## config.mk

```make
export PLATFORM = sky130hd
export DESIGN_NAME = fifo_stream_reader
export DESIGN_NICKNAME = d
export VERILOG_FILES = /design/src/rtl/fifo_pkg.sv /design/src/rtl/stream_skid_buf.sv /design/src/rtl/fifo_stream_reader.sv
export SDC_FILE = /design/constraint.sdc
export NUM_CORES = 1
export LEC_CHECK = 0
export ABC_AREA = 1
export CAP_MARGIN = 5
export CORE_UTILIZATION = 51
export DETAILED_ROUTE_END_ITERATION = 12
export GPL_ROUTABILITY_DRIVEN = 0
export PLACE_DENSITY_LB_ADDON = 0.2
export REMOVE_ABC_BUFFERS = 1
export SETUP_SLACK_MARGIN = 0.4
export SLEW_MARGIN = 30
export SYNTH_ARGS = -nofsm -noshare
export SYNTH_HDL_FRONTEND = slang
export SYNTH_HIERARCHICAL = 1
export SYNTH_SLANG_ARGS = --single-unit
```

## constraint.sdc

```tcl
create_clock -name clk -period 2.9 [get_ports clk]
set_clock_uncertainty 0.05 [all_clocks]
set_input_delay 0.58 -clock clk [delete_from_list [all_inputs] [get_ports clk]]
set_output_delay 0.58 -clock clk [all_outputs]
set_load 0.02 [all_outputs]
```

## src/rtl/fifo_pkg.sv

```systemverilog
// Shared constants and helpers for the FIFO read-side stream path.
package fifo_pkg;

   localparam int unsigned FIFO_WIDTH = 16;
   localparam int unsigned FIFO_DEPTH = 512;
   localparam int unsigned ADDR       = $clog2(FIFO_DEPTH);
   localparam int unsigned SKID_DEPTH = 2;

   typedef logic [1:0] level_t;

   // Buffer fill after this edge: stored words plus the word landing now, minus the one leaving.
   function automatic logic [2:0] fill_after(input level_t level, input logic inflight,
                                             input logic pop);
      return {1'b0, level} + {2'b00, inflight} - {2'b00, pop};
   endfunction

endpackage

```

## src/rtl/stream_skid_buf.sv

```systemverilog
// Two-entry skid buffer: absorbs the FIFO read latency and presents a valid/ready stream.
module stream_skid_buf
   import fifo_pkg::*;
#(
   parameter int unsigned WIDTH = fifo_pkg::FIFO_WIDTH
) (
   input  logic             clk,
   input  logic             rst,
   input  logic             in_valid,
   input  logic [WIDTH-1:0] in_data,
   output logic             out_valid,
   input  logic             out_ready,
   output logic [WIDTH-1:0] out_data,
   output level_t           level
);

   logic [WIDTH-1:0] head_q, head_d;
   logic [WIDTH-1:0] tail_q, tail_d;
   level_t           level_q, level_d;
   logic             pop;

   assign out_valid = (level_q != 2'd0);
   assign out_data  = head_q;
   assign level     = level_q;
   assign pop       = out_valid & out_ready;

   always_comb begin
      head_d  = head_q;
      tail_d  = tail_q;
      level_d = level_q;
      case ({in_valid, pop})
         2'b10: begin
            // A push into a full buffer cannot occur when the read gating is correct.
            if (level_q != 2'(SKID_DEPTH)) begin
               if (level_q == 2'd0) begin
                  head_d = in_data;
               end else begin
                  tail_d = in_data;
               end
               level_d = level_q + 2'd1;
            end
         end
         2'b01: begin
            head_d  = tail_q;
            level_d = level_q - 2'd1;
         end
         2'b11: begin
            if (level_q == 2'd1) begin
               head_d = in_data;
            end else begin
               head_d = tail_q;
               tail_d = in_data;
            end
         end
         default: ;
      endcase
   end

   always_ff @(posedge clk) begin
      if (rst) begin
         head_q  <= '0;
         tail_q  <= '0;
         level_q <= '0;
      end else begin
         head_q  <= head_d;
         tail_q  <= tail_d;
         level_q <= level_d;
      end
   end

endmodule

```

## src/rtl/fifo_stream_reader.sv

```systemverilog
// FIFO read-port controller: gates read enables against skid space and counts delivered words.
module fifo_stream_reader
   import fifo_pkg::*;
#(
   parameter int unsigned FIFO_WIDTH = fifo_pkg::FIFO_WIDTH,
   parameter int unsigned CNT_WIDTH  = 16
) (
   input  logic                  clk,
   input  logic                  rst,
   input  logic                  enable,
   input  logic                  fifo_empty,
   output logic                  fifo_ren,
   input  logic [FIFO_WIDTH-1:0] fifo_dout,
   output logic [FIFO_WIDTH-1:0] m_data,
   output logic                  m_valid,
   input  logic                  m_ready,
   output logic [CNT_WIDTH-1:0]  word_cnt
);

   logic                 inflight_q;
   logic [CNT_WIDTH-1:0] cnt_q;
   level_t               level;
   logic                 pop;

   assign pop      = m_valid & m_ready;
   assign word_cnt = cnt_q;

   // Only issue a read if the word will have a slot when it lands next cycle.
   always_comb begin
      fifo_ren = 1'b0;
      if (!rst && enable && !fifo_empty &&
          (fill_after(level, inflight_q, pop) < 3'(SKID_DEPTH))) begin
         fifo_ren = 1'b1;
      end
   end

   always_ff @(posedge clk) begin
      if (rst) begin
         inflight_q <= 1'b0;
         cnt_q      <= '0;
      end else begin
         inflight_q <= fifo_ren;
         if (pop && (cnt_q != {CNT_WIDTH{1'b1}})) begin
            cnt_q <= cnt_q + 1'b1;
         end
      end
   end

   stream_skid_buf #(
      .WIDTH (FIFO_WIDTH)
   ) u_skid (
      .clk       (clk),
      .rst       (rst),
      .in_valid  (inflight_q),
      .in_data   (fifo_dout),
      .out_valid (m_valid),
      .out_ready (m_ready),
      .out_data  (m_data),
      .level     (level)
   );

endmodule
```

### Word-level counts from Yosys, hierarchy flattened

Cells that the tools add are included.

* bits in registers: 51
* latch bits: 0
* bits in writable memories: 0
* memory bits (read-only): 0
* input port bits: 21
* output and inout port bits: 34
* memories: 0

* $add $sub $neg: 5
* $mul: 0
* div/mod/pow operators: 0
* $lt $le $gt $ge: 1
* equality and inequality tests: 10
* shift-type cells: 0
* mux-type cells: 11
* bitwise operators: 1
* reductions and logical operators: 14

Operator list (count)
* $mux W16: 6
* $pmux W16 S3: 1
* $pmux W16 S2: 1
* $add A16 B1 Y16 const B: 1
* $ne A16 B16 Y1 const B: 1
* $ne A2 B2 Y1 const B: 3
* $reduce_bool A2 Y1: 3
* $eq A2 B1 Y1 const B: 2
* $eq A2 B2 Y1 const B: 2
* $logic_and A1 B1 Y1: 4
* $ne A2 B1 Y1 const B: 2
* $pmux W2 S2: 1
* $reduce_and A4 Y1: 1
* $add A2 B1 Y3: 1
* $lt A3 B2 Y1 const B: 1
* $reduce_and A3 Y1: 1
* $reduce_bool A3 Y1: 1
* $sub A3 B1 Y3: 1
* $add A2 B1 Y2 const B: 1
* $logic_not A1 Y1: 2
* $logic_not A2 Y1: 1
* $mux W2: 1
* $reduce_and A2 Y1: 1
* $sub A2 B1 Y2 const B: 1
* other kinds (2): 2

### Depth between registers and ports, before layout

* word-level depth: 6
* mapped depth: 11
* depth with buffers taken out: 11

### Modules after synthesis

The synthesis kept the hierarchy.

Modules (own cells, without submodules)
* stream_skid_buf: instances 1, cells each 259, area each 1676.6 sq um, seq. area each 680.7 sq um
* fifo_stream_reader: instances 1, cells each 173, area each 1093.5 sq um, seq. area each 340.3 sq um

### Worst setup path after synthesis

No wires, ideal clock.

* path type: reg2out
* from: reg u_skid.level_q[1] (netlist: u_skid/level[1])
* to: out fifo_ren
* data arrival time: 2.718 ns
* slack: -0.448 ns
* stages on the path, launching flop included: 12
* path buffers: 0
* cell sequence: dfxtp_1 -> inv_1 -> ha_1 -> inv_1 -> nand2_4 -> inv_2 -> ha_1 -> inv_1 -> nand2_1 -> fa_1 -> nand2_1 -> nor4_1

* word-level cells in the longest chain between the ends: 6
* elaborated cells on any way between the ends: 7

RTL lines
* start, declared: RTL line stream_skid_buf.sv:19 `level_t level_q, level_d;`
* start signal, assigned: RTL line stream_skid_buf.sv:67 `level_q <= level_d;`
* $reduce_bool A2 Y1: RTL line stream_skid_buf.sv:22 `assign out_valid = (level_q != 2'd0);`
* net m_valid: RTL line fifo_stream_reader.sv:15 `output logic m_valid,`
* $and A1 B1 Y1: RTL line fifo_stream_reader.sv:25 `assign pop = m_valid & m_ready;`
* $sub A3 B1 Y3: RTL line fifo_pkg.sv:14 `return {1'b0, level} + {2'b00, inflight} - {2'b00, pop};`
* $lt A3 B2 Y1: RTL line fifo_stream_reader.sv:32 `(fill_after(level, inflight_q, pop) < 3'(SKID_DEPTH))) begin`
* $logic_and A1 B1 Y1: RTL line fifo_stream_reader.sv:31 `if (!rst && enable && !fifo_empty &&`
* $mux W1: RTL line fifo_stream_reader.sv:31
* end, declared: RTL line fifo_stream_reader.sv:12 `output logic fifo_ren,`

The timed path passes the listed nets, and every way through them passes these cells.

### Worst setup path in the final report

* from: reg u_skid.level_q[0] (netlist: u_skid/level[0])
* to: out fifo_ren

* word-level cells in the longest chain between the ends: 6
* elaborated cells on any way between the ends: 7

RTL lines (RTL line)
* branches (longest 2 deep; another with $add A2 B1 Y3)
* $sub A3 B1 Y3 (*): fifo_pkg.sv:14
* $lt A3 B2 Y1 (*): fifo_stream_reader.sv:32
* $logic_and A1 B1 Y1 (*): fifo_stream_reader.sv:31
* $mux W1 (*): fifo_stream_reader.sv:31

Every way passes the cells marked *.

==> reports/results.tsv <==
stage	metric	value	unit
sta	min_period_over_period	99.15	%
min_path	min_from	u_skid/tail_q[2]	
grt	grt_overflow	0	
clocking	ctsHoldBuffers	0	
final_layout	n_fill_cell	423	
sta	slew_violations	0	
final_layout	final_cell_mix	109 x nor2_1, 76 x nand2_1, 54 x inv_1	
final_layout	fin_nets	529	
grt	grt_pass1_wl	10.09	mm
grt	antenna_found_initial	0	
clocking	cts_num_sinks	51	
floorplan	boundaryPins	55	
worst_setup_path	r2r_setup_slack	730	ps
power_and_ir_drop	max-vdd-ir-drop	0.0005575	V
final_layout	final_cells	572	
yosys	syn-instance-count	432	
yosys	synth.yosys.warnings	6	
drt	wl_met1	2.962	mm
worst_setup_path	startpoint	u_skid/level[0]	
yosys	ys_types	29	
sta	rsz0062_at_grt	true	
sta	setup_ws	24.55	ps
sta	hold_violations	0	
sta	finalCriticalPeriod	2875	ps
sta	slew_headroom	54.65	%
sta	setup_viol	0	
drt	antenna_left	0	
worst_setup_path	startpoint_type	register	
clocking	root_buffer	clkbuf_8	
clocking	cts_tree	done	
power_and_ir_drop	finalPower	3.184	mW
floorplan	die_area	5730	um2
worst_setup_path	path_max_fanout	2	
grt	grt_max_degree	35	
placed_design	dp_cells	554	
clocking	cts_buffers	5	
worst_setup_path	cp.required	2270	ps
drt	drt_wl_total	6.286	mm
floorplan	num_rows	26	
drt	wl_met2	2.949	mm
floorplan	design.core.area	5172	um2
placed_design	hpwl	4.069	mm
worst_setup_path	critPathCaptureType	primary output	
min_path	worstHoldPathType	reg -> reg	
sta	finalSetupTns	0	ps
drt	drtPass1Iterations	4	
final_layout	drive_gt1_share	12.55	%
sta	fmax	347.8	MHz
drt	drt-initial-drc-count	203	
final_layout	layout_commonest_cell	nor2_1	
grt	grtUsageTotal	22.86	%
yosys	synth_area	2770	um2
drt	routedWlPerCell	10.99	um
power_and_ir_drop	cellPowerDensity	867.9	nW/um2
grt	grt_pass1_vias	2381	
yosys	avgSynthCellArea	6.412	um2
floorplan	die_height	75.70	um
drt	dr_wl_met3	315	um
drt	route.detailed.drc	0	
run	cap_violations	0	
clocking	htree_levels	2	
floorplan	initial_core_util	53.56	%
placed_design	portBuffers	54	
yosys	ys_ff_latch	51	
clocking	clk_pin_slew	90	ps
drt	top_layer	met4	
sta	max_slew.worst_pin.slew	677.7	ps
placed_design	preCtsSetupSlack	-717.5	ps
power_and_ir_drop	p_leak	1.620	nW
final_layout	antennaDiodeCount	0	
worst_setup_path	cp.arrival	2250	ps
clocking	clkLatencyLatePin	310	ps
sta	hold_slack	439.1	ps
yosys	ys_seq_area_share	36.86	%
floorplan	die_x	75.70	um
clocking	clock_path_buffers	2	
drt	num_vias	2747	
worst_setup_path	critical_path_class	reg -> out	
worst_setup_path	r2r_start	u_skid/level[0]	
run_status	outcome	completed	
final_layout	area_delta_synth_final	32.43	%
drt	routed_via_density	4.802	
## worst max-delay path, cell delays in order, from the launching register on
cell     delay, ps
dfxtp_2        340
inv_2           50
ha_4           170
inv_4           60
nand2_4         50
inv_4           70
ha_4           190
inv_2           50
nand2_2         40
fa_1           490
nand2_2         60
nor4_2         190
buf_4          170
## layer usage
layer,GRT usage [%],vias up
li1,-,1465
met1,30.07,1212
met2,38.00,64
met3,5.159,6
met4,5.967,0
met5,0,-
## cells by family after synthesis
family	count (synthesis)	share of synthesized area (%)
simple gates	242	37.99
compound gates	55	10.07
flops	51	36.86
xor+xnor	2	0.6325
fa+ha+maj	7	3.433
buf+inv	75	11.02
## flip-flops by register name, summed over array words and instances (netlist names)
name             cells
u_skid/tail_q       16
inflight_q           1
u_skid/out_data     16
word_cnt            16
u_skid/level         2
## through the flow
| step | area (um2) | util [%] |
|---|---|---|
| after floorplan | 2703 | - |
| after global placement | 3413 | 65.99 |
| after detailed placement | 3421 | 66.13 |
| after CTS | 3620 | 69.98 |
| after global routing | 3669 | 70.92 |
| final | 3669 | 70.92 |
## final timing paths
kind,depth (start not counted),end
worst max-delay path,12,fifo_ren
worst min-delay path,2,u_skid/tail_q[2]
worst max register to register,13,inflight_q
worst min register to register,2,u_skid/tail_q[2]
## repair_timing
| action | in CTS | in global routing |
|---|---|---|
| gates resized for setup | 18 | 3 |
| setup buffers | 5 | 5 |
| pin swaps | 4 | 4 |
| endpoints found under the setup margin | 1 | 1 |
## synth_stat cells (all sizes together)
| cell type | instances | area (um2) |
|---|---|---|
| a21oi | 19 | 95.09 |
| and3 | 1 | 6.260 |
| buf | 9 | 52.55 |
| clkbuf | 4 | 15.01 |
| clkinv | 2 | 12.51 |
| dfxtp | 51 | 1021 |
| fa | 1 | 20.02 |
| ha | 6 | 75.07 |
| inv | 60 | 225.2 |
| nand2 | 87 | 364.1 |
| nand3 | 28 | 140.1 |
| nand3b | 1 | 7.510 |
| nand4 | 1 | 6.260 |
| nor2 | 119 | 500.5 |
| nor3 | 3 | 15.01 |
| nor4 | 2 | 12.51 |
| o21ai | 36 | 183.9 |
| xor2 | 2 | 17.52 |
## cell type report
| cell class | instances | area [um2] | area share, % |
|---|---|---|---|
| multi-input combinational | 306 | 1488 | 40.55 |
| sequential | 51 | 1023 | 27.90 |
| timing repair buffer | 75 | 694.4 | 18.93 |
| inverter | 62 | 242.7 | 6.617 |
| tap | 70 | 87.58 | 2.387 |
| clock buffer | 6 | 72.57 | 1.978 |
| clock inverter | 2 | 60.06 | 1.637 |
## power by group
group / internal (mW) / total [mW] / switching (mW)
combinational: 0.720 / 1.59 / 0.871
sequential: 0.894 / 1.00 / 0.110
clock: 0.345 / 0.588 / 0.243
total: 1.96 / 3.18 / 1.22
No activity file was read; power rests on OpenSTA's default activity.
==> patch: new RTL, same settings <==
Make the reset (`rst`) asynchronous in 2 clocked blocks.
--- a/src/rtl/stream_skid_buf.sv
+++ b/src/rtl/stream_skid_buf.sv
@@ -56,7 +56,7 @@
       endcase
    end
 
-   always_ff @(posedge clk) begin
+   always_ff @(posedge clk or posedge rst) begin
       if (rst) begin
          head_q  <= '0;
          tail_q  <= '0;
--- a/src/rtl/fifo_stream_reader.sv
+++ b/src/rtl/fifo_stream_reader.sv
@@ -34,7 +34,7 @@
       end
    end
 
-   always_ff @(posedge clk) begin
+   always_ff @(posedge clk or posedge rst) begin
       if (rst) begin
          inflight_q <= 1'b0;
          cnt_q      <= '0;
Formal check against the unedited RTL: differs if rst is asserted again (counterexample within 4 cycles, from zero or initial values and one cycle with rst high); with rst held inactive, the same outputs for 10 cycles.
==> patch against the original RTL <==
The run now ends with negative setup slack left. Core utilization is 2.5 points lower. Total power is 6.0% higher. Wire length is 4.5% higher. Area after synthesis is 6.7% higher. Design area is 3.3% higher. Worst setup slack worse by 0.19 ns. Sequential share of layout area is 5.8 points higher. Non-clock buffer count is 4 lower. Sequential cell count stayed put. Critical path type unchanged. Largest power group unchanged.
==> patch: results (changes against the original RTL) <==
logic_synthesis:
  netlist-cell-type-count: 30  # was 29
  async_reset_ff_share_pct: 100  # was 0%
  synth_ff_type: "dfrtp_1"  # was dfxtp_1
  synth_area_leaders: "dfrtp_1 (43%), nand2_1 (18%), inv_1 (5.1%), nor2_1 (4.6%), nand3_1 (4.4%)"  # was dfxtp_1 (37%), nor2_1 (15%), nand2_1 (11%), inv_1 (7.9%), o21ai_0 (5.8%)
  yosysSeqAreaShare_pct: 43.2  # was 36.9%
sta:
  slew_headroom_pct: 55.0  # was 54.7%
  setup_viol: 1  # was 0
  fin_ws_ns: -0.161  # was 0.0246 ns
place:
  place_ws_ns: -0.887  # was -0.717 ns
  hpwl_um: 4510  # was 4070 µm
  place_area_mm2: 0.00359  # was 0.00342 mm²
routing:
  wl_met1_um: 3060  # was 2960 µm
  viasPerCell: 5.01  # was 4.80
  wl_per_cell_um: 12.5  # was 11.0 µm
  num_vias: 2641  # was 2747
  dr_wl_met3_um: 280  # was 315 µm
  wl_met2_um: 3170  # was 2950 µm
final_layout:
  seq_share_pct: 33.7  # was 27.9%
  drive_gt1_share_pct: 16.7  # was 12.5%
  clkCellAreaFrac_pct: 3.07  # was 3.62%
  inv_count: 43  # was 62
  multiInputGateArea_mm2: 0.00148  # was 0.00149 mm²
  buffer_area_share_pct: 17.5  # was 18.9%
  buffers: 71  # was 75
clock_network:
  post_cts_buffers: 2  # was 5
  cts-resized-gates: 17  # was 18
grt:
  grt_usage_pct: 23.6  # was 22.9%
  grt_pass1_vias: 2473  # was 2381
  grt_pass1_wl_um: 11400  # was 10100 µm
pwr:
  p_seq_mw: 1.18  # was 1.00 mW
  p_switching_mw: 1.39  # was 1.22 mW
  leakage_nw: 1.84  # was 1.62 nW
  p_total_mw: 3.38  # was 3.18 mW
outcome:
  run_status: "complete, but fails checks"  # was finished clean
  failed_checks: "negative setup slack"
critical_path:
  r2r_cells: 10  # was 13
die:
  core_area_mm2: 0.00554  # was 0.00517 mm²
-- patch: changes by cell type in the layout (fill, tap and decap cells not counted), moves of 24 or more --
cell,before,now
o21ai_0,32,8
dfrtp_1,0,51
nand2_1,76,144
dfxtp_1,49,0
nor2_1,109,36
-- patch: path summary, 6_finish.rpt --
kind / slack [ns] / endpoint / start
setup / recovery: -0.16 / fifo_ren / u_skid/level[1]$_DFFE_PP0P_
hold / removal: 0.43 / u_skid/tail_q[9]$_DFFE_PP0P_ / u_skid/tail_q[9]$_DFFE_PP0P_
setup reg to reg: 0.69 / u_skid/out_data[8]$_DFFE_PP0P_ / u_skid/level[1]$_DFFE_PP0P_
hold reg to reg: 0.43 / u_skid/tail_q[9]$_DFFE_PP0P_ / u_skid/tail_q[9]$_DFFE_PP0P_
max in group asynchronous: 1.69 / word_cnt[4]$_DFFE_PP0P_ / rst
min in group asynchronous: 0.68 / word_cnt[10]$_DFFE_PP0P_ / rst
-- patch: cells by family after synthesis --
kind of cell	synth area share, %
XOR/XNOR	1.48
AO/OA/AOI/OAI	6.77
flip-flops	43.2
AND/OR/NAND/NOR	37.3
buffers and inverters	8.04
adder cells (fa/ha/maj)	3.22
-- patch: stage by stage --
step | hold WS, ns | TNS, ns | utilization, %
after detailed placement | 0.409 | -0.887 | 64.7
after global placement | 0.405 | -0.853 | 64.7
final | 0.431 | -0.161 | 68.4
after CTS | 0.435 | -0.213 | 67.7
after floorplan | 0.393 | -0.527 | -
after global routing | 0.449 | -0.261 | 68.4
-- patch: tightest hold or removal path: cells and delay by family, from the launching register on --
family | cells | cell delay, ns
and+or+nand+nor | 2 | 0.10
DFF | 1 | 0.36
-- patch: per-layer routing --
metal	GRT usage (%)	vias to the layer above
met5	0	-
met4	7.04	0
met3	3.72	5
met2	37.5	57
met1	33.3	1248
li1	-	1331
